**src/rtl/systolic_mma_nxn_pkg.sv**
```systemverilog
// -----------------------------------------------------------------------------
// systolic_pkg
// Shared definitions for the N x N output-stationary systolic matrix engine:
//   - state_e   : control FSM state encoding (IDLE, FEED, FLUSH, DONE)
//   - acc_w_f   : accumulator width derivation (2*DATA_W + clog2(K_MAX))
//   - flat_idx  : row/column -> slice index for the flat C result vector
// No ports (package).
// -----------------------------------------------------------------------------
package systolic_pkg;

  typedef enum logic [1:0] {
    S_IDLE  = 2'd0,
    S_FEED  = 2'd1,
    S_FLUSH = 2'd2,
    S_DONE  = 2'd3
  } state_e;

  localparam int DEF_DATA_W = 8;
  localparam int DEF_N      = 4;
  localparam int DEF_K_MAX  = 16;

  // Wide enough to hold K_MAX full-scale products without wrap.
  function automatic int acc_w_f(input int data_w, input int k_max);
    return 2 * data_w + $clog2(k_max);
  endfunction

  // C[row][col] lives at slice row*n+col of the flat result vector.
  function automatic int flat_idx(input int row, input int col, input int n);
    return row * n + col;
  endfunction

endpackage

```
**src/rtl/systolic_mma_nxn_if.sv**
```systemverilog
// -----------------------------------------------------------------------------
// systolic_mma_nxn_if
// Bundles the job, operand-stream and result handshakes of systolic_mma_nxn.
//   start/k_len    : job request (k_len sampled with start, only in IDLE)
//   busy           : engine not in IDLE
//   in_valid/in_ready, a_in, b_in : operand beats (A column / B row per beat)
//   c_valid/c_ready, c_out         : result matrix hand-off
//   dbg_state      : current control FSM state, for observation only
// Modports: master = operand streamer / writeback side, slave = engine.
//
// Handshake rule (both channels): a transfer happens on a rising clock edge
// where valid and ready are both 1. The producer holds data stable while
// valid=1 and ready=0; ready may be asserted independently of valid.
// -----------------------------------------------------------------------------
interface systolic_mma_nxn_if #(
  parameter int DATA_W = systolic_pkg::DEF_DATA_W,
  parameter int N      = systolic_pkg::DEF_N,
  parameter int K_MAX  = systolic_pkg::DEF_K_MAX,
  parameter int ACC_W  = systolic_pkg::acc_w_f(DATA_W, K_MAX)
) ();

  logic                         start;
  logic [$clog2(K_MAX+1)-1:0]   k_len;
  logic                         busy;
  logic                         in_valid;
  logic                         in_ready;
  logic [N*DATA_W-1:0]          a_in;
  logic [N*DATA_W-1:0]          b_in;
  logic                         c_valid;
  logic                         c_ready;
  logic [N*N*ACC_W-1:0]         c_out;
  systolic_pkg::state_e         dbg_state;

  modport master (
    output start, k_len, in_valid, a_in, b_in, c_ready,
    input  busy, in_ready, c_valid, c_out, dbg_state
  );

  modport slave (
    input  start, k_len, in_valid, a_in, b_in, c_ready,
    output busy, in_ready, c_valid, c_out, dbg_state
  );

endinterface

```
**src/rtl/systolic_mma_nxn_pe.sv**
```systemverilog
// -----------------------------------------------------------------------------
// systolic_pe
// One processing element of the output-stationary mesh. Registers A to the
// right and B downward (with their valid tags) and accumulates a*b whenever
// both incoming tags are set, so zero bubbles never touch the accumulator.
// Ports:
//   clk, reset          : clock, synchronous active-high reset
//   i_clr               : synchronous accumulator clear (start of job)
//   i_a, i_a_vld        : A operand + tag from the left
//   i_b, i_b_vld        : B operand + tag from above
//   o_a, o_a_vld        : registered A + tag to the right neighbour
//   o_b, o_b_vld        : registered B + tag to the neighbour below
//   o_acc               : accumulator value
// Build option: SYSTOLIC_SIGNED_EN selects two's complement operands with a
// sign-extended product; otherwise operands are unsigned, zero-extended.
// -----------------------------------------------------------------------------
module systolic_pe #(
  parameter int DATA_W = 8,
  parameter int ACC_W  = 20
) (
  input  logic              clk,
  input  logic              reset,
  input  logic              i_clr,
  input  logic [DATA_W-1:0] i_a,
  input  logic              i_a_vld,
  input  logic [DATA_W-1:0] i_b,
  input  logic              i_b_vld,
  output logic [DATA_W-1:0] o_a,
  output logic              o_a_vld,
  output logic [DATA_W-1:0] o_b,
  output logic              o_b_vld,
  output logic [ACC_W-1:0]  o_acc
);

  localparam int PW = 2 * DATA_W;

  logic [PW-1:0]     w_prod;
  logic [ACC_W-1:0]  w_prod_ext;

  logic [DATA_W-1:0] r_a;
  logic              r_a_vld;
  logic [DATA_W-1:0] r_b;
  logic              r_b_vld;
  logic [ACC_W-1:0]  r_acc;

`ifdef SYSTOLIC_SIGNED_EN
  // Low PW bits of the product of sign-extended operands equal the signed product.
  assign w_prod     = {{DATA_W{i_a[DATA_W-1]}}, i_a} * {{DATA_W{i_b[DATA_W-1]}}, i_b};
  assign w_prod_ext = {{(ACC_W-PW){w_prod[PW-1]}}, w_prod};
`else
  assign w_prod     = {{DATA_W{1'b0}}, i_a} * {{DATA_W{1'b0}}, i_b};
  assign w_prod_ext = {{(ACC_W-PW){1'b0}}, w_prod};
`endif

  always_ff @(posedge clk) begin
    if (reset) begin
      r_a     <= '0;
      r_a_vld <= 1'b0;
      r_b     <= '0;
      r_b_vld <= 1'b0;
      r_acc   <= '0;
    end else begin
      r_a     <= i_a;
      r_a_vld <= i_a_vld;
      r_b     <= i_b;
      r_b_vld <= i_b_vld;
      if (i_clr) begin
        r_acc <= '0;
      end else if (i_a_vld && i_b_vld) begin
        r_acc <= r_acc + w_prod_ext;
      end
    end
  end

  assign o_a     = r_a;
  assign o_a_vld = r_a_vld;
  assign o_b     = r_b;
  assign o_b_vld = r_b_vld;
  assign o_acc   = r_acc;

endmodule

```
**src/rtl/systolic_mma_nxn.sv**
```systemverilog
// -----------------------------------------------------------------------------
// systolic_mma_nxn
// N x N output-stationary systolic engine computing C = A x B, with A (N x K)
// streamed one column per beat and B (K x N) one row per beat, K <= K_MAX.
// Ports:
//   clk    : rising-edge clock
//   reset  : synchronous active-high reset (clears FSM, skew, mesh, counters)
//   bus    : systolic_mma_nxn_if.slave -- start/k_len/busy, in_valid/in_ready
//            with a_in/b_in, c_valid/c_ready with c_out, dbg_state
// Build option: SYSTOLIC_SIGNED_EN (two's complement arithmetic in the PEs).
// The N/DATA_W/K_MAX/ACC_W parameters must match those of the bound interface.
//
// Timing: beat k accepted at edge E reaches PE(i,j) at edge E+i+j through the
// input skew chains plus the PE pass-through registers. The last PE finishes
// at E+2N-2, so FLUSH spans 2N-1 cycles and c_valid rises at edge E+2N-1.
// -----------------------------------------------------------------------------
module systolic_mma_nxn
  import systolic_pkg::*;
#(
  parameter int DATA_W = DEF_DATA_W,
  parameter int N      = DEF_N,
  parameter int K_MAX  = DEF_K_MAX,
  parameter int ACC_W  = acc_w_f(DATA_W, K_MAX)
) (
  input  logic               clk,
  input  logic               reset,
  systolic_mma_nxn_if.slave  bus
);

  localparam int KW  = $clog2(K_MAX + 1);
  localparam int FCW = $clog2(2 * N);

  // ---------------------------------------------------------------------------
  // Control FSM
  // ---------------------------------------------------------------------------
  state_e          r_state;
  logic [KW-1:0]   r_k_len;
  logic [KW-1:0]   r_beat_cnt;
  logic [FCW-1:0]  r_flush_cnt;
  logic            r_busy;
  logic            r_in_ready;
  logic            r_c_valid;

  logic [KW-1:0]   w_k_clamp;
  logic            w_beat;
  logic            w_clr;

  assign w_k_clamp = (bus.k_len > KW'(K_MAX)) ? KW'(K_MAX) : bus.k_len;
  // r_in_ready is high exactly in FEED, so this is the accepted-beat strobe.
  assign w_beat    = r_in_ready & bus.in_valid;
  assign w_clr     = (r_state == S_IDLE) & bus.start;

  always_ff @(posedge clk) begin
    if (reset) begin
      r_state     <= S_IDLE;
      r_k_len     <= '0;
      r_beat_cnt  <= '0;
      r_flush_cnt <= '0;
      r_busy      <= 1'b0;
      r_in_ready  <= 1'b0;
      r_c_valid   <= 1'b0;
    end else begin
      case (r_state)
        S_IDLE: begin
          if (bus.start) begin
            r_k_len    <= w_k_clamp;
            r_beat_cnt <= '0;
            r_busy     <= 1'b1;
            if (w_k_clamp == '0) begin
              r_state   <= S_DONE;
              r_c_valid <= 1'b1;
            end else begin
              r_state    <= S_FEED;
              r_in_ready <= 1'b1;
            end
          end
        end
        S_FEED: begin
          if (w_beat) begin
            r_beat_cnt <= r_beat_cnt + KW'(1);
            if (r_beat_cnt + KW'(1) == r_k_len) begin
              r_state     <= S_FLUSH;
              r_in_ready  <= 1'b0;
              r_flush_cnt <= '0;
            end
          end
        end
        S_FLUSH: begin
          if (r_flush_cnt == FCW'(2 * N - 2)) begin
            r_state   <= S_DONE;
            r_c_valid <= 1'b1;
          end else begin
            r_flush_cnt <= r_flush_cnt + FCW'(1);
          end
        end
        S_DONE: begin
          if (bus.c_ready) begin
            r_state   <= S_IDLE;
            r_busy    <= 1'b0;
            r_c_valid <= 1'b0;
          end
        end
        default: begin
          r_state    <= S_IDLE;
          r_busy     <= 1'b0;
          r_in_ready <= 1'b0;
          r_c_valid  <= 1'b0;
        end
      endcase
    end
  end

  assign bus.busy      = r_busy;
  assign bus.in_ready  = r_in_ready;
  assign bus.c_valid   = r_c_valid;
  assign bus.dbg_state = r_state;

  // ---------------------------------------------------------------------------
  // Mesh wiring. Column index N of w_a_h and row index N of w_b_v collect the
  // outputs leaving the far edges of the array; nothing downstream uses them.
  // ---------------------------------------------------------------------------
  logic [DATA_W-1:0] w_a_h  [N][N+1];
  logic              w_av_h [N][N+1];
  logic [DATA_W-1:0] w_b_v  [N+1][N];
  logic              w_bv_v [N+1][N];
  logic [ACC_W-1:0]  w_acc  [N][N];

  // ---------------------------------------------------------------------------
  // Input skew: row i of A is delayed i cycles, column j of B j cycles.
  // Non-beat cycles push zeros with a cleared tag so the alignment between
  // the A and B wavefronts is kept while the pipeline shifts every cycle.
  // ---------------------------------------------------------------------------
  for (genvar gi = 0; gi < N; gi++) begin : g_skew
    logic [DATA_W-1:0] w_a_gate;
    logic [DATA_W-1:0] w_b_gate;

    assign w_a_gate = w_beat ? bus.a_in[gi*DATA_W +: DATA_W] : '0;
    assign w_b_gate = w_beat ? bus.b_in[gi*DATA_W +: DATA_W] : '0;

    if (gi == 0) begin : g_direct
      assign w_a_h[gi][0]  = w_a_gate;
      assign w_av_h[gi][0] = w_beat;
      assign w_b_v[0][gi]  = w_b_gate;
      assign w_bv_v[0][gi] = w_beat;
    end else begin : g_chain
      logic [DATA_W-1:0] r_a_sh  [gi];
      logic              r_av_sh [gi];
      logic [DATA_W-1:0] r_b_sh  [gi];
      logic              r_bv_sh [gi];

      always_ff @(posedge clk) begin
        if (reset) begin
          for (int s = 0; s < gi; s++) begin
            r_a_sh[s]  <= '0;
            r_av_sh[s] <= 1'b0;
            r_b_sh[s]  <= '0;
            r_bv_sh[s] <= 1'b0;
          end
        end else begin
          r_a_sh[0]  <= w_a_gate;
          r_av_sh[0] <= w_beat;
          r_b_sh[0]  <= w_b_gate;
          r_bv_sh[0] <= w_beat;
          for (int s = 1; s < gi; s++) begin
            r_a_sh[s]  <= r_a_sh[s-1];
            r_av_sh[s] <= r_av_sh[s-1];
            r_b_sh[s]  <= r_b_sh[s-1];
            r_bv_sh[s] <= r_bv_sh[s-1];
          end
        end
      end

      assign w_a_h[gi][0]  = r_a_sh[gi-1];
      assign w_av_h[gi][0] = r_av_sh[gi-1];
      assign w_b_v[0][gi]  = r_b_sh[gi-1];
      assign w_bv_v[0][gi] = r_bv_sh[gi-1];
    end
  end

  // ---------------------------------------------------------------------------
  // N x N PE mesh
  // ---------------------------------------------------------------------------
  for (genvar gi = 0; gi < N; gi++) begin : g_row
    for (genvar gj = 0; gj < N; gj++) begin : g_col
      systolic_pe #(
        .DATA_W (DATA_W),
        .ACC_W  (ACC_W)
      ) u_pe (
        .clk     (clk),
        .reset   (reset),
        .i_clr   (w_clr),
        .i_a     (w_a_h[gi][gj]),
        .i_a_vld (w_av_h[gi][gj]),
        .i_b     (w_b_v[gi][gj]),
        .i_b_vld (w_bv_v[gi][gj]),
        .o_a     (w_a_h[gi][gj+1]),
        .o_a_vld (w_av_h[gi][gj+1]),
        .o_b     (w_b_v[gi+1][gj]),
        .o_b_vld (w_bv_v[gi+1][gj]),
        .o_acc   (w_acc[gi][gj])
      );
    end
  end

  // Accumulators are quiescent once the tags have drained, so c_out is stable
  // for the whole of DONE and until the next job's clear.
  logic [N*N*ACC_W-1:0] w_c_flat;

  always_comb begin
    w_c_flat = '0;
    for (int i = 0; i < N; i++) begin
      for (int j = 0; j < N; j++) begin
        w_c_flat[flat_idx(i, j, N)*ACC_W +: ACC_W] = w_acc[i][j];
      end
    end
  end

  assign bus.c_out = w_c_flat;

endmodule

```
**src/flat_wrapper.sv**
```systemverilog
// flat-port wrapper written by rule: the top's interface ports become plain ports
module systolic_mma_nxn_flat import systolic_pkg::*;
#(
  parameter int DATA_W = DEF_DATA_W,
  parameter int N      = DEF_N,
  parameter int K_MAX  = DEF_K_MAX,
  parameter int ACC_W  = acc_w_f(DATA_W, K_MAX)
)
  (clk, reset, bus_start, bus_k_len, bus_in_valid, bus_a_in, bus_b_in, bus_c_ready, bus_busy, bus_in_ready, bus_c_valid, bus_c_out, bus_dbg_state);
  systolic_mma_nxn_if #(.DATA_W(DATA_W), .N(N), .K_MAX(K_MAX), .ACC_W(ACC_W)) bus_i ();
  input  logic clk;
  input  logic reset;
  input wire logic [$bits(bus_i.start)-1:0] bus_start;
  input wire logic [$bits(bus_i.k_len)-1:0] bus_k_len;
  input wire logic [$bits(bus_i.in_valid)-1:0] bus_in_valid;
  input wire logic [$bits(bus_i.a_in)-1:0] bus_a_in;
  input wire logic [$bits(bus_i.b_in)-1:0] bus_b_in;
  input wire logic [$bits(bus_i.c_ready)-1:0] bus_c_ready;
  output wire logic [$bits(bus_i.busy)-1:0] bus_busy;
  output wire logic [$bits(bus_i.in_ready)-1:0] bus_in_ready;
  output wire logic [$bits(bus_i.c_valid)-1:0] bus_c_valid;
  output wire logic [$bits(bus_i.c_out)-1:0] bus_c_out;
  output wire logic [$bits(bus_i.dbg_state)-1:0] bus_dbg_state;
  assign bus_i.start = bus_start;
  assign bus_i.k_len = bus_k_len;
  assign bus_i.in_valid = bus_in_valid;
  assign bus_i.a_in = bus_a_in;
  assign bus_i.b_in = bus_b_in;
  assign bus_i.c_ready = bus_c_ready;
  assign bus_busy = bus_i.busy;
  assign bus_in_ready = bus_i.in_ready;
  assign bus_c_valid = bus_i.c_valid;
  assign bus_c_out = bus_i.c_out;
  assign bus_dbg_state = bus_i.dbg_state;
  systolic_mma_nxn #(.DATA_W(DATA_W), .N(N), .K_MAX(K_MAX), .ACC_W(ACC_W)) u_core (.clk(clk), .reset(reset), .bus(bus_i));
endmodule
```
**config.mk**
```make
export PLATFORM = sky130hd
export DESIGN_NAME = systolic_mma_nxn_flat
export DESIGN_NICKNAME = d
export VERILOG_FILES = /design/src/rtl/systolic_mma_nxn_pkg.sv /design/src/rtl/systolic_mma_nxn_if.sv /design/src/rtl/systolic_mma_nxn_pe.sv /design/src/rtl/systolic_mma_nxn.sv /design/src/flat_wrapper.sv
export SDC_FILE = /design/constraint.sdc
export NUM_CORES = 2
export LEC_CHECK = 0
export ABC_CLOCK_PERIOD_IN_PS = 8800
export CAP_MARGIN = 20
export CELL_PAD_IN_SITES_DETAIL_PLACEMENT = 1
export CELL_PAD_IN_SITES_GLOBAL_PLACEMENT = 1
export CORE_ASPECT_RATIO = 0.6
export CORE_MARGIN = 5
export CORE_UTILIZATION = 40
export DETAILED_ROUTE_END_ITERATION = 10
export PLACE_DENSITY = 0.71
export SYNTH_ARGS = -nofsm -noshare
export SYNTH_HDL_FRONTEND = slang
export SYNTH_SLANG_ARGS = --single-unit
```
**constraint.sdc**
```tcl
create_clock -name clk -period 8.8 [get_ports clk]
set_input_delay 2.64 -clock clk [delete_from_list [all_inputs] [get_ports clk]]
set_output_delay 2.64 -clock clk [all_outputs]
set_load 0.01 [all_outputs]
```
==> flow_metrics.tcl <==
set metrics [dict create \
    slew_viol_final 0 \
    num_vias 48400 \
    setup_viol 0 \
    avgSynthCellArea_um2 8.75 \
    synthDistinctLibCells 66 \
    design_power_total_mw 7.49 \
    avgViaCountPerCell 5.07 \
    ys.flop_type "dfxtp_1" \
    synth_nets 8665 \
    grt-ovfl-total 0 \
    ant_nets 0 \
    p_leak_nw 33.8 \
    rows 112 \
    cts_buffers 75 \
    ir_drop_v 0.000131 \
    r2r_cells 18 \
    gp_congestion 0.878 \
    syn_area_um2 62400 \
    final_layout_size_suffix_gt1_share_pct 2.48 \
    fin_crit_sh_pct 87.8 \
    initial_core_util_pct 40.2 \
    drv_cap 0 \
    wirelength_um 199000 \
    fin_crit_ns 7.72 \
    htreeDepth 3 \
    powerDensity_nw_per_um2 105 \
    worstSetupPathType "input pin to flop" \
    die_h_um 316 \
    post_drt_wl_per_cell_um 20.8 \
    drc 0 \
    port_buffers 398 \
    cts_buffer_depth 3 \
    cts-root-buf "clkbuf_16" \
    outcome "finished clean" \
    synthCells 7127 \
    die_area_um2 164000 \
    grt_pass1_vias 52900 \
    rsz0062_at_grt "false" \
    core_um2 155000 \
    fmax_mhz 129 \
    io_pins 399 \
    synthArstFlopShare_pct 0 \
    grt_usage_pct 24.4 \
    hpwl_um 160000 \
    tightest_slew_ns 0.968 \
    cts_hold_buf 0 \
    grt_pass1_wl_um 314000 \
    grt_max_degree 101 \
    worstSetupEndpointType "flop" \
    slew-limit-headroom_pct 35.5 \
    insertion_delay_ns 0.69 \
    drtIter0Drc 2391 \
    die_x_um 520 \
    dp.cells 9400 \
    crit_required_ns 9.35 \
    layoutNonFillerInstCount 9543 \
    path_max_fanout 61 \
    hold_viol_final 0 \
    areaGrowthSynthToFinish_pct 14.1 \
    whs_ns 0.441 \
    start_kind "input pin" \
    fin_ws_ns 1.08 \
    tns_ns 0 \
    dr.pass1.iters 5 \
    antenna_found_initial 13 \
    cts_resized 0 \
    yosysSeqAreaShare_pct 20.3 \
    seq_area_um2 12700 \
    fin_worst_skew_ns 0.0350 \
    post_cts_buffers 0 \
    clk_pin_slew_ns 0.06 \
    ys_seq_elements 632 \
    arrival_ns 8.27 \
    yosys_warnings 0 \
    multi_input_area_um2 42900 \
    n_fill_cell 17900 \
    r2r_slack_ns 2.86 \
    tritoncts "built" \
    synth-edff-count 0 \
    hold_depth 1 \
    pre_cts_slack_ns 0.487 \
    fin_nets 8963 \
    worstHoldPathType "flop to flop" \
    clock_sinks 632 \
]
-- per-stage QoR --
step / util, % / area (um2)
after floorplan: - / 62400
after global placement: 44.1 / 68400
after detailed placement: 44.1 / 68400
after CTS: 45.8 / 71200
after global routing: 45.8 / 71200
final: 45.8 / 71200
-- logic make-up (layout without fill, tap and decap cells) --
group,count (synthesis),in the layout,share of synthesized area [%]
simple gates,2147,2147,17.4
compound gates,741,741,7.55
flops,632,632,20.3
fa+ha+maj,1464,1464,39.0
buf+inv,1817,2175,10.9
mux,149,149,2.39
xor+xnor,177,177,2.48
other cells,0,6,0
-- path summary, 6_finish.rpt --
path,start,endpoint
setup / recovery,bus_in_valid,u_core.g_row[0].g_col[0].u_pe.o_acc[18]
hold reg to reg,u_core.g_skew[3].g_chain.r_a_sh[0][12],u_core.g_skew[3].g_chain.r_a_sh[0][20]
hold / removal,u_core.g_skew[3].g_chain.r_a_sh[0][12],u_core.g_skew[3].g_chain.r_a_sh[0][20]
setup reg to reg,u_core.bus.in_ready,u_core.g_row[0].g_col[0].u_pe.o_acc[18]
-- cell usage after synthesis, types with 8 or more instances --
| cell | n | area (um2) |
|---|---|---|
| nand2b_1 | 29 | 181 |
| xnor2_1 | 115 | 1010 |
| a21boi_0 | 9 | 67.6 |
| nand4_1 | 19 | 119 |
| or3_1 | 12 | 75.1 |
| o31a_1 | 8 | 70.1 |
| dfxtp_1 | 632 | 12700 |
| mux2i_1 | 147 | 1470 |
| nand2_1 | 636 | 2390 |
| or2_2 | 11 | 68.8 |
| nor4_1 | 10 | 62.6 |
| o21ai_0 | 142 | 711 |
| o2111ai_1 | 8 | 70.1 |
| clkbuf_1 | 172 | 646 |
| o21bai_1 | 16 | 120 |
| o211ai_1 | 29 | 218 |
| xor2_1 | 62 | 543 |
| nor3_1 | 56 | 280 |
| o21a_1 | 46 | 345 |
| o31ai_1 | 16 | 120 |
| a211oi_1 | 58 | 435 |
| inv_1 | 1613 | 6050 |
| nor2_1 | 360 | 1350 |
| a21oi_1 | 234 | 1170 |
| nor2b_1 | 272 | 1700 |
| and4_1 | 8 | 70.1 |
| a21o_1 | 75 | 563 |
| buf_1 | 30 | 113 |
| ha_1 | 664 | 8310 |
| o22ai_1 | 15 | 93.8 |
| and3_1 | 101 | 632 |
| fa_1 | 800 | 16000 |
| or4_1 | 10 | 75.1 |
| nand3_1 | 81 | 405 |
| a31oi_1 | 24 | 150 |
| and2_1 | 519 | 3250 |
| nor3b_1 | 12 | 90.1 |
-- registers in the layout, indices dropped and copies added (netlist names), 3 cells and up --
register / cells
u_core.g_row.g_col.u_pe.o_acc: 320
u_core.g_row.g_col.u_pe.o_a: 96
u_core.g_row.g_col.u_pe.o_b: 96
u_core.g_skew.g_chain.r_a_sh: 48
u_core.g_skew.g_chain.r_b_sh: 48
u_core.r_beat_cnt: 5
u_core.r_k_len: 5
u_core.g_row.g_col.u_pe.o_b_vld: 3
u_core.r_flush_cnt: 3
-- report_power, final --
group | total [mW] | internal (mW) | switching [mW] | leakage, nW
logic | 0.859 | 0.285 | 0.574 | 27.4
clock network | 3.57 | 2.13 | 1.44 | 1.32
registers | 3.06 | 2.93 | 0.132 | 5.10
-- cell type report --
| cell class | instances | area share, % |
|---|---|---|
| diodes | 6 | 0.0211 |
| clock buffers | 99 | 3.05 |
| clock inverters | 38 | 0.796 |
| inverters | 1615 | 8.52 |
| multi-input cells | 4678 | 60.3 |
| flip-flops and latches | 632 | 17.8 |
| well taps | 2052 | 3.61 |
| repair buffers | 423 | 5.90 |
-- worst max-delay path, cell delays in order --
cell and delay [ns]:
clkdlybuf4s50_1 0.55, and2_4 0.58, buf_4 0.35, and3_1 0.19, ha_1 0.25, fa_1 0.51, fa_1 0.50, inv_1 0.05
fa_1 0.47, inv_1 0.04, ha_1 0.32, and3_1 0.24, a221o_1 0.35, a31o_2 0.25, a21oi_1 0.25, a211oi_1 0.17
a41oi_1 0.27, xor2_1 0.19, nor2_1 0.05
-- layer usage --
layer  part of all wire (%)  GRT usage (%)
met1                     50           36.0
met2                     42           36.7
met3                    5.6           4.84
met4                    2.7           6.06
met5                      0              0
-- layout by cell type, fill, tap and decap left out, types with 24 or more instances in the layout --
master and instances:
nor2b_1 272, a21oi_1 233, xnor2_1 115, nor3_1 56
nand3_1 81, mux2i_1 147, nand2_1 635, a21o_1 75
nor2_1 360, nand2b_1 29, fa_1 800, clkdlybuf4s50_1 397
clkbuf_16 79, and2_1 518, dfxtp_1 627, and3_1 101
o21ai_0 142, o21a_1 46, xor2_1 62, ha_1 664
o211ai_1 29, inv_1 1612, a211oi_1 58, a31oi_1 24
No activity file was read; power rests on OpenSTA's default activity.
